===== config.mk =====
export PLATFORM = sky130hd
export DESIGN_NAME = step_button_conditioner
export DESIGN_NICKNAME = d
export VERILOG_FILES = /design/src/rtl/step_button_conditioner.sv
export SDC_FILE = /design/constraint.sdc
export NUM_CORES = 1
export LEC_CHECK = 0
export CAP_MARGIN = 20
export CORE_UTILIZATION = 31
export CTS_CLUSTER_DIAMETER = 200
export DETAILED_ROUTE_END_ITERATION = 7
export GPL_ROUTABILITY_DRIVEN = 0
export MAX_ROUTING_LAYER = met4
export REMOVE_ABC_BUFFERS = 1
export SYNTH_ARGS = -nofsm -noshare
export SYNTH_HDL_FRONTEND = slang
export SYNTH_SLANG_ARGS = --single-unit

===== constraint.sdc =====
create_clock -name clk -period 4.5 [get_ports clk]
set_input_delay 0.45 -clock clk [delete_from_list [all_inputs] [get_ports clk]]
set_output_delay 0.45 -clock clk [all_outputs]
set_load 0.01 [all_outputs]

===== src/rtl/step_button_conditioner.sv =====
// Per-channel input conditioner: 2-flop synchronizer, debounce filter, rising-edge
// step pulse and hold-to-repeat FSM, producing clean single-cycle step pulses.
module step_button_conditioner #(
  parameter int CHANNELS        = 2,
  parameter int DEBOUNCE_CYCLES = 16,
  parameter int REPEAT_DELAY    = 64,
  parameter int REPEAT_PERIOD   = 16,
  parameter int CNT_W           = 8
) (
  input  logic                clk,
  input  logic                rst,
  input  logic                ena,
  input  logic [CHANNELS-1:0] btn_raw,
  output logic [CHANNELS-1:0] btn_level,
  output logic [CHANNELS-1:0] step_pulse,
  output logic [CHANNELS-1:0] held
);

  typedef enum logic [1:0] {IDLE, HOLD_DELAY, HOLD_REPEAT} state_t;

  localparam bit              REPEAT_EN = (REPEAT_DELAY > 0);
  localparam logic [CNT_W-1:0] DB_LAST  = CNT_W'(DEBOUNCE_CYCLES - 1);
  localparam logic [CNT_W-1:0] RD_LAST  = CNT_W'(REPEAT_EN ? REPEAT_DELAY - 1 : 0);
  localparam logic [CNT_W-1:0] RP_LAST  = CNT_W'(REPEAT_PERIOD - 1);
  localparam logic [CNT_W-1:0] CNT_ONE  = CNT_W'(1);

  logic [CHANNELS-1:0] s1;
  logic [CHANNELS-1:0] s2;

  // The synchronizer keeps sampling even while ena is low.
  always_ff @(posedge clk) begin
    if (rst) begin
      s1 <= '0;
      s2 <= '0;
    end else begin
      s1 <= btn_raw;
      s2 <= s1;
    end
  end

  for (genvar g = 0; g < CHANNELS; g++) begin : g_chan
    logic [CNT_W-1:0] db_cnt;
    logic [CNT_W-1:0] rcnt;
    logic [CNT_W-1:0] rcnt_nx;
    logic             level;
    logic             pulse_q;
    logic             pulse_nx;
    logic             db_done;
    logic             rise_acc;
    logic             fall_acc;
    state_t           state;
    state_t           state_nx;

    assign db_done  = (s2[g] != level) && (db_cnt == DB_LAST);
    assign rise_acc = db_done && s2[g];
    assign fall_acc = db_done && !s2[g];

    always_ff @(posedge clk) begin
      if (rst) begin
        db_cnt <= '0;
        level  <= 1'b0;
      end else if (ena) begin
        if (s2[g] == level) begin
          db_cnt <= '0;
        end else if (db_cnt == DB_LAST) begin
          level  <= s2[g];
          db_cnt <= '0;
        end else begin
          db_cnt <= db_cnt + CNT_ONE;
        end
      end
    end

    // Release wins over a repeat that falls due in the same cycle.
    always_comb begin
      state_nx = state;
      rcnt_nx  = rcnt;
      pulse_nx = 1'b0;
      case (state)
        IDLE: begin
          if (rise_acc) begin
            pulse_nx = 1'b1;
            rcnt_nx  = '0;
            state_nx = HOLD_DELAY;
          end
        end
        HOLD_DELAY: begin
          if (fall_acc) begin
            rcnt_nx  = '0;
            state_nx = IDLE;
          end else if (REPEAT_EN) begin
            if (rcnt == RD_LAST) begin
              pulse_nx = 1'b1;
              rcnt_nx  = '0;
              state_nx = HOLD_REPEAT;
            end else begin
              rcnt_nx = rcnt + CNT_ONE;
            end
          end
        end
        HOLD_REPEAT: begin
          if (fall_acc) begin
            rcnt_nx  = '0;
            state_nx = IDLE;
          end else if (rcnt == RP_LAST) begin
            pulse_nx = 1'b1;
            rcnt_nx  = '0;
          end else begin
            rcnt_nx = rcnt + CNT_ONE;
          end
        end
        default: begin
          rcnt_nx  = '0;
          state_nx = IDLE;
        end
      endcase
    end

    always_ff @(posedge clk) begin
      if (rst) begin
        state   <= IDLE;
        rcnt    <= '0;
        pulse_q <= 1'b0;
      end else if (ena) begin
        state   <= state_nx;
        rcnt    <= rcnt_nx;
        pulse_q <= pulse_nx;
      end else begin
        pulse_q <= 1'b0;
      end
    end

    assign btn_level[g]  = level;
    assign step_pulse[g] = pulse_q && ena;
    assign held[g]       = (state != IDLE);
  end

endmodule


==> flow_summary.yaml, run 1 <==
status:
  outcome: "completed"
clocking:
  clk_latency_ns: 0.30
  post-cts-setup-buffers: 0
  cts_hold_buffers: 0
  cts.sinks: 44
  cts_buffer_depth: 2
  h-tree-depth: 2
  cts_tree: "built"
  cts.reportedPaths.clkPinSlew_ns: 0.09
  ctsResizeCount: 0
  clock-root-buffer: "clkbuf_8"
  cts_buffers: 5
drt:
  num_vias: 2007
  wl_um: 4790
  viasPerCell: 5.06
  detail_route.first_pass.iterations: 4
  ant_nets: 0
  wl_per_cell_um: 12.1
  drtIter0Drc: 65
  drc: 0
floorplan:
  core_um2: 7410
  die_w_um: 90.4
  io_pins: 11
  initial_utilization: 0.327
  die_y_um: 90.4
  placementRows: 31
  dieArea_um2: 8180
critical_path:
  cp.arrival_ns: 2.25
  rr_worst_depth: 6
  cp-startpoint: "ena"
  crit_slowest_cell: "clkdlybuf4s50_1"
  ff2ff_setup_slack_ns: 2.41
  r2r-start: "g_chan[0].db_cnt[0]"
  cp_common_cell: "clkdlybuf4s50_1"
  end_kind: "output port"
  crit_required_ns: 4.05
  slowest_delay_ns: 0.86
  crit-reg2reg-capture: "g_chan[0].rcnt[7]"
  start_kind: "input pin"
  path_class: "in -> out"
  cp_cell_sequence: "clkdlybuf4s50_1, buf_4, and2_1, clkdlybuf4s50_1"
  cp_num_buf_inv: 3
  crit_family: "buffers and inverters"
  cp_max_fo: 15
sta:
  layout_setup_ws_ns: 1.80
  slew_viol_final: 0
  max_clock_freq_mhz: 371
  fin_crit_sh: 0.599
  finalSetupTns_ns: 0
  worstMarginPinSlew_ns: 0.686
  clock_skew_ns: 0.00592
  fin_crit_ns: 2.70
  hold_viol_final: 0
  grt_setup_unrepaired: "no"
  setup_viol: 0
  max-slew-margin-rel: 0.541
pwr:
  p_leak_nw: 1.03
  peakVddDrop_mv: 0.113
  power_density_nw_per_um2: 273
global_routing:
  grt_overflow: 0
  grt_pass1_wl_um: 8270
  track_usage: 0.125
  grt_max_degree: 32
  grt_pass1_vias: 1829
  antenna_found_initial: 0
synthesis:
  async_flop_share: 0
  syn_area_per_cell_um2: 8.45
  ys_warn_count: 0
  synth_edf_count: 0
  synth.area.top_cells: "dfxtp_1 (36%), nor2_1 (6.5%), ha_1 (6.2%)"
  syn_area_um2: 2420
  synth_seq_cells: 44
  synth_cells: 287
  ys_types: 58
  synth_top_area_share: 0.363
  ys.flop_type: "dfxtp_1"
  ys_seq_area_frac: 0.363
  yosysTopAreaCell: "dfxtp_1"
placement:
  port_buffers: 10
  dp_cells: 389
  place_hpwl_um: 3360
  place_ws_ns: 1.54
hold_path:
  hold_depth: 1
  min_to: "s2[1]"
  hp-class: "reg -> reg"
  hold_start: "s1[1]"
cells_and_area:
  n_antenna_cell: 0
  fin_nets: 314
  layout-drive-gt1-share: 0.0671
  synthToLayoutAreaGrowth_pct: 12.2
  final_cells: 397
  post-route-util: 0.367
job:
  cap_violations: 0
layout by cell type, fill, tap and decap left out, drive strengths merged, types with 10 or more instances in the layout:
cell           Yosys  layout
dfxtp             44      44
nor2              42      42
nand2             26      26
a21oi             18      18
inv               12      12
nand3             12      12
ha                12      12
clkdlybuf4s50      0      10
o21ai             10      10
layer usage:
metal | global-route usage | share of wire | vias up
li1 | - | - | 1049
met1 | 0.159 | 0.52 | 929
met2 | 0.200 | 0.45 | 24
met3 | 0.0261 | 0.024 | 5
met4 | 0.0363 | 0.011 | 0
met5 | - | 0 | -
area by class of cell:
| type | instances | area [µm²] |
|---|---|---|
| fill | 782 | 4690 |
| sequential | 44 | 881 |
| timing repair buffer | 13 | 123 |
| multi-input combinational | 220 | 1420 |
| inverter | 13 | 48.8 |
| clock buffer | 6 | 82.6 |
| clock inverter | 2 | 38.8 |
| tap | 99 | 124 |
power by group:
part / switching, mW / internal, mW
combinational: 0.0171 / 0.00912
sequential: 0.00185 / 0.391
clock: 0.141 / 0.182
flip-flops by register name (all words and copies together) (netlist names):
name            count
g_chan.rcnt        16
s1                  2
g_chan.state        4
s2                  2
g_chan.pulse_q      2
g_chan.level        2
g_chan.db_cnt      16
worst max-delay path by stage:
stage,endpoint,cells after the start
after global routing,step_pulse[0],4
final,step_pulse[0],4
after floorplan,g_chan[1].rcnt[1],6
after CTS,step_pulse[0],4
after detailed placement,g_chan[0].rcnt[2],6
after global placement,g_chan[0].rcnt[2],6
through the flow:
stage | area (µm²) | power, mW | hold WS [ns]
3_5_place_dp | 2600 | 0.429 | 0.444
6_report | 2720 | 0.741 | 0.465
3_3_place_gp | 2600 | 0.428 | 0.449
4_1_cts | 2720 | 0.758 | 0.465
2_1_floorplan | 2350 | 0.413 | 0.414
5_1_grt | 2720 | 0.777 | 0.492
synth_stat cells, drive strengths merged, types with 3 or more instances:
master and number:
a21oi 18, a22oi 4, a31oi 3, and2 5, and3 7, buf 4, clkbuf 6, dfxtp 44
ha 12, inv 12, mux2i 4, nand2 26, nand3 12, nand4 6, nand4b 3, nor2 42
nor2b 5, nor3 8, nor3b 5, o21ai 10, or3 3, xnor2 6, xor2 8
kinds of logic (layout without fill, tap and decap cells):
family | after synthesis | in the layout | synth area share
AND/OR/NAND/NOR | 136 | 136 | 0.296
AO/OA/AOI/OAI | 54 | 54 | 0.162
flip-flops | 44 | 44 | 0.363
buffers and inverters | 23 | 34 | 0.0500
XOR/XNOR | 14 | 14 | 0.0506
adder cells (fa/ha/maj) | 12 | 12 | 0.0619
multiplexers | 4 | 4 | 0.0165
(Power assumes the default switching activity.)
==> run 2: changes to the inputs <==
- clock period: 4.5 -> 2.3 ns (I/O delays scaled with it)
==> flow_summary.yaml, run 2 (synthesis results as in run 1) <==
status:
  outcome: "completed"
drt:
  viasPerCell: 5.07
  wl_per_cell_um: 12.1
  drtIter0Drc: 76
  drc: 0
  wl_um: 4880
  detail_route.first_pass.iterations: 4
  ant_nets: 0
  num_vias: 2043
critical_path:
  crit_required_ns: 2.47
  cp_max_fo: 7
  end_kind: "flip-flop"
  start_kind: "flip-flop"
  cp.arrival_ns: 2.25
  path_class: "reg -> reg"
cells_and_area:
  fin_nets: 320
  nFillCells: 767
  n_antenna_cell: 0
  regArea_um2: 881
  layout-drive-gt1-share: 0.0822
  multi_input_area_um2: 1420
  synthToLayoutAreaGrowth_pct: 14.0
  final_cells: 403
  final_cell_mix: "dfxtp_1 (44), nor2_1 (42), nand2_1 (25)"
  final_common_cell: "dfxtp_1"
  reg_top3: "g_chan.db_cnt x16, g_chan.rcnt x16, g_chan.state x4"
sta:
  holdWs_ns: 0.461
  hold_viol_final: 0
  finalSetupTns_ns: 0
  fin_crit_ns: 2.08
  clock_skew_ns: 0.0102
  max_clock_freq_mhz: 480
  grt_setup_unrepaired: "no"
  worstMarginPinSlew_ns: 0.545
  max-slew-margin-rel: 0.635
  fin_crit_sh: 0.905
  slew_viol_final: 0
  setup_viol: 0
placement:
  place_hpwl_um: 3440
  port_buffers: 10
  dp_cells: 395
global_routing:
  grt_pass1_vias: 1838
  antenna_found_initial: 0
  grt_max_degree: 32
  grt_overflow: 0
  grt_pass1_wl_um: 8290
  track_usage: 0.126
floorplan:
  io_pins: 11
  core_um2: 7410
  placementRows: 31
  dieArea_um2: 8180
  initial_utilization: 0.327
  die_w_um: 90.4
  die_y_um: 90.4
pwr:
  combPwrFrac: 0.041
  p_sw_mw: 0.301
  peakVddDrop_mv: 0.257
  power_density_nw_per_um2: 510
  p_leak_nw: 1.06
  total_power_mw: 1.41
  clkPwrFrac: 0.415
  pwr-share-seq: 0.545
  internal_power_mw: 1.11
  switching_share: 0.214
clocking:
  cts_hold_buffers: 0
  clock-root-buffer: "clkbuf_8"
  cts_buffer_depth: 2
  cts.reportedPaths.clkPinSlew_ns: 0.09
  ctsResizeCount: 0
  cts_tree: "built"
  cts_buffers: 5
  clk_latency_ns: 0.29
  h-tree-depth: 2
  post-cts-setup-buffers: 0
  cts.sinks: 44
job:
  cap_violations: 0
hold_path:
  hp-class: "reg -> reg"
-- run 2: cell type report --
cell class	count	area share
multi-input cells	220	0.515
inverters	13	0.0177
flip-flops and latches	44	0.319
well taps	99	0.0448
clock buffers	6	0.0263
repair buffers	19	0.0652
clock inverters	2	0.0127
-- run 2: critical path, stage by stage, from the launching register on --
cell and delay [ns]:
dfxtp_1 0.38, ha_1 0.26, nand4b_4 0.18, or4b_4 0.59
o311a_1 0.16, a22oi_2 0.30, nor2_1 0.09
-- run 2: power by group through the flow --
stage / Clock [mW] / Combinational [mW] / Sequential, mW
2_1_floorplan: 0 / 0.0223 / 0.786
3_3_place_gp: 0 / 0.0575 / 0.787
3_5_place_dp: 0 / 0.0578 / 0.787
4_1_cts: 0.610 / 0.0579 / 0.769
5_1_grt: 0.645 / 0.0633 / 0.770
6_report: 0.585 / 0.0571 / 0.769
-- run 2: path summary, 6_finish.rpt --
path	start	to	slack (ns)	cells after the start
max	g_chan[0].db_cnt[0]	g_chan[0].rcnt[6]	0.22	6
min reg2reg	s1[0]	s2[0]	0.46	1
max reg2reg	g_chan[0].db_cnt[0]	g_chan[0].rcnt[6]	0.22	6
min	s1[0]	s2[0]	0.46	1
-- run 2: per-stage QoR --
stage	cell area, µm²	setup slack [ns]	util
final	2760	0.218	0.373
after global routing	2760	0.0676	0.373
after CTS	2760	0.207	0.373
after detailed placement	2660	0.202	0.359
after global placement	2660	0.228	0.359
after floorplan	2350	0.254	-
-- run 2: metal layers --
layer / global-route usage / routed length (µm) / vias up
met4: 0.0565 / 86 / 0
met5: - / 0 / -
li1: - / - / 1054
met2: 0.193 / 2100 / 26
met1: 0.163 / 2590 / 956
met3: 0.0202 / 104 / 7
==> run 3: changes to the inputs <==
- ABC_AREA: default -> 1
- RECOVER_POWER: default -> 100
==> flow_summary.yaml, run 3 <==
synthesis:
  syn_area_um2: 2530
  ys_warn_count: 0
  synth_cells: 381
  synth.area.top_cells: "dfxtp_1 (35%), nand2_1 (13%), nor2_1 (9.5%)"
  synth.top_cells.by_count: "nand2_1 (85), nor2_1 (64), inv_1 (46), dfxtp_1 (44), nand3_1 (42)"
  synth_top_area_share: 0.348
  yosysTopAreaCell: "dfxtp_1"
  ys.flop_type: "dfxtp_1"
  async_flop_share: 0
  synth_seq_cells: 44
  ys_seq_area_frac: 0.348
  synth_edf_count: 0
  yosysMostFrequentCell: "nand2_1"
  ys_types: 34
  syn_area_per_cell_um2: 6.64
global_routing:
  antenna_found_initial: 0
  grt_overflow: 0
  grt_pass1_wl_um: 9070
  grt_pass1_vias: 2096
  grt_max_degree: 27
  track_usage: 0.134
clocking:
  cts_hold_buffers: 0
  post-cts-setup-buffers: 0
  ctsResizeCount: 0
  h-tree-depth: 2
  cts_buffers: 5
  cts.reportedPaths.clkPinSlew_ns: 0.08
  cts.sinks: 44
  clk_latency_ns: 0.30
  cts_tree: "built"
  cts_buffer_depth: 2
  clock-root-buffer: "clkbuf_8"
critical_path:
  crit_family: "buffers and inverters"
  cp.arrival_ns: 1.76
  cp_num_buf_inv: 3
  start_kind: "flip-flop"
  cp_common_cell: "inv_1"
  crit_slowest_cell: "dlygate4sd3_1"
  path_class: "reg -> out"
  crit_required_ns: 2.07
  end_kind: "output port"
  cp_max_fo: 4
  cp_cell_sequence: "inv_1, ha_1, inv_1, dlygate4sd3_1"
  slowest_delay_ns: 0.61
floorplan:
  io_pins: 11
  die_y_um: 92.4
  die_w_um: 92.4
  core_um2: 7810
  initial_utilization: 0.324
  dieArea_um2: 8530
  placementRows: 32
sta:
  fin_crit_sh: 0.863
  max-slew-margin-rel: 0.128
  grt_setup_unrepaired: "no"
  setup_viol: 0
  max_clock_freq_mhz: 504
  hold_viol_final: 0
  worstMarginPinSlew_ns: 1.31
  clock_skew_ns: 0.00552
  holdWs_ns: 0.402
  layout_setup_ws_ns: 0.315
  fin_crit_ns: 1.99
  slew_viol_final: 0
  finalSetupTns_ns: 0
placement:
  port_buffers: 10
  place_ws_ns: 0.443
  dp_cells: 489
  dpl_cell_area_um2: 2750
  place_hpwl_um: 3770
cells_and_area:
  fin_nets: 411
  layout-drive-gt1-share: 0.0533
  final_common_cell: "nand2_1"
  nFillCells: 840
  regArea_um2: 881
  multi_input_area_um2: 1400
  reg_top3: "g_chan.db_cnt x16, g_chan.rcnt x16, g_chan.state x4"
  final_area_um2: 2820
  n_antenna_cell: 0
  final_cells: 496
  post-route-util: 0.361
  final_cell_mix: "nand2_1 (85), nor2_1 (65), inv_1 (46)"
  synthToLayoutAreaGrowth_pct: 11.5
drt:
  num_vias: 2310
  drtIter0Drc: 81
  drc: 0
  wl_per_cell_um: 10.6
  wl_um: 5240
  viasPerCell: 4.66
  detail_route.first_pass.iterations: 4
  ant_nets: 0
job:
  cap_violations: 0
status:
  outcome: "completed"
pwr:
  p_leak_nw: 1.12
  power_density_nw_per_um2: 477
  peakVddDrop_mv: 0.183
  total_power_mw: 1.35
hold_path:
  hp-class: "reg -> reg"
==> run 3: cell count changes after synthesis, moves of 5 or more <==
cell,previous run,this run
nand2_1,25,85
inv_1,12,46
nand3_1,12,42
nor2_1,42,64
a21oi_1,17,25
and3_1,7,0
xor2_1,8,1
nor2b_1,5,0
nor3b_1,5,0
o21bai_1,0,5
xnor2_1,6,1
==> run 3: report_power, final <==
group,switching (mW),total [mW],internal [mW]
Sequential,0.00245,0.768,0.766
Combinational,0.0353,0.0526,0.0173
Clock,0.259,0.527,0.268
Total,0.297,1.35,1.05
==> run 3: area by class of cell <==
class | count | area share
multi-input combinational | 279 | 0.496
clock buffer | 7 | 0.0341
sequential | 44 | 0.312
inverter | 48 | 0.0639
tap | 102 | 0.0452
timing repair buffer | 16 | 0.0488
==> run 3: worst min-delay path: cells and delay by family (launching register included) <==
kind	cells	cell delay, ns
DFF	1	0.30
and+or+nand+nor	1	0.03
buffers and inverters	1	0.04
==> run 3: logic make-up after synthesis <==
| kind of cell | share of synthesized area |
|---|---|
| AND/OR/NAND/NOR | 0.369 |
| buffers and inverters | 0.0929 |
| AO/OA/AOI/OAI | 0.124 |
| flip-flops | 0.348 |
| adder cells (fa/ha/maj) | 0.0593 |
| XOR/XNOR | 0.00692 |
==> run 3: per-layer routing <==
metal / up-vias / share of wire / GRT usage
li1: 1245 / - / -
met1: 1034 / 0.51 / 0.167
met2: 25 / 0.45 / 0.219
met3: 6 / 0.029 / 0.0353
met4: 0 / 0.0086 / 0.0273
met5: - / 0 / -
==> run 3: final timing paths <==
kind                                           from                 to  slack, ns  cells after the start
worst max-delay path             g_chan[1].state[0]            held[1]       0.31                      4
worst min-delay path                          s1[1]              s2[1]       0.40                      2
worst max register to register  g_chan[0].db_cnt[0]  g_chan[0].rcnt[4]       0.33                     10
worst min register to register                s1[1]              s2[1]       0.40                      2
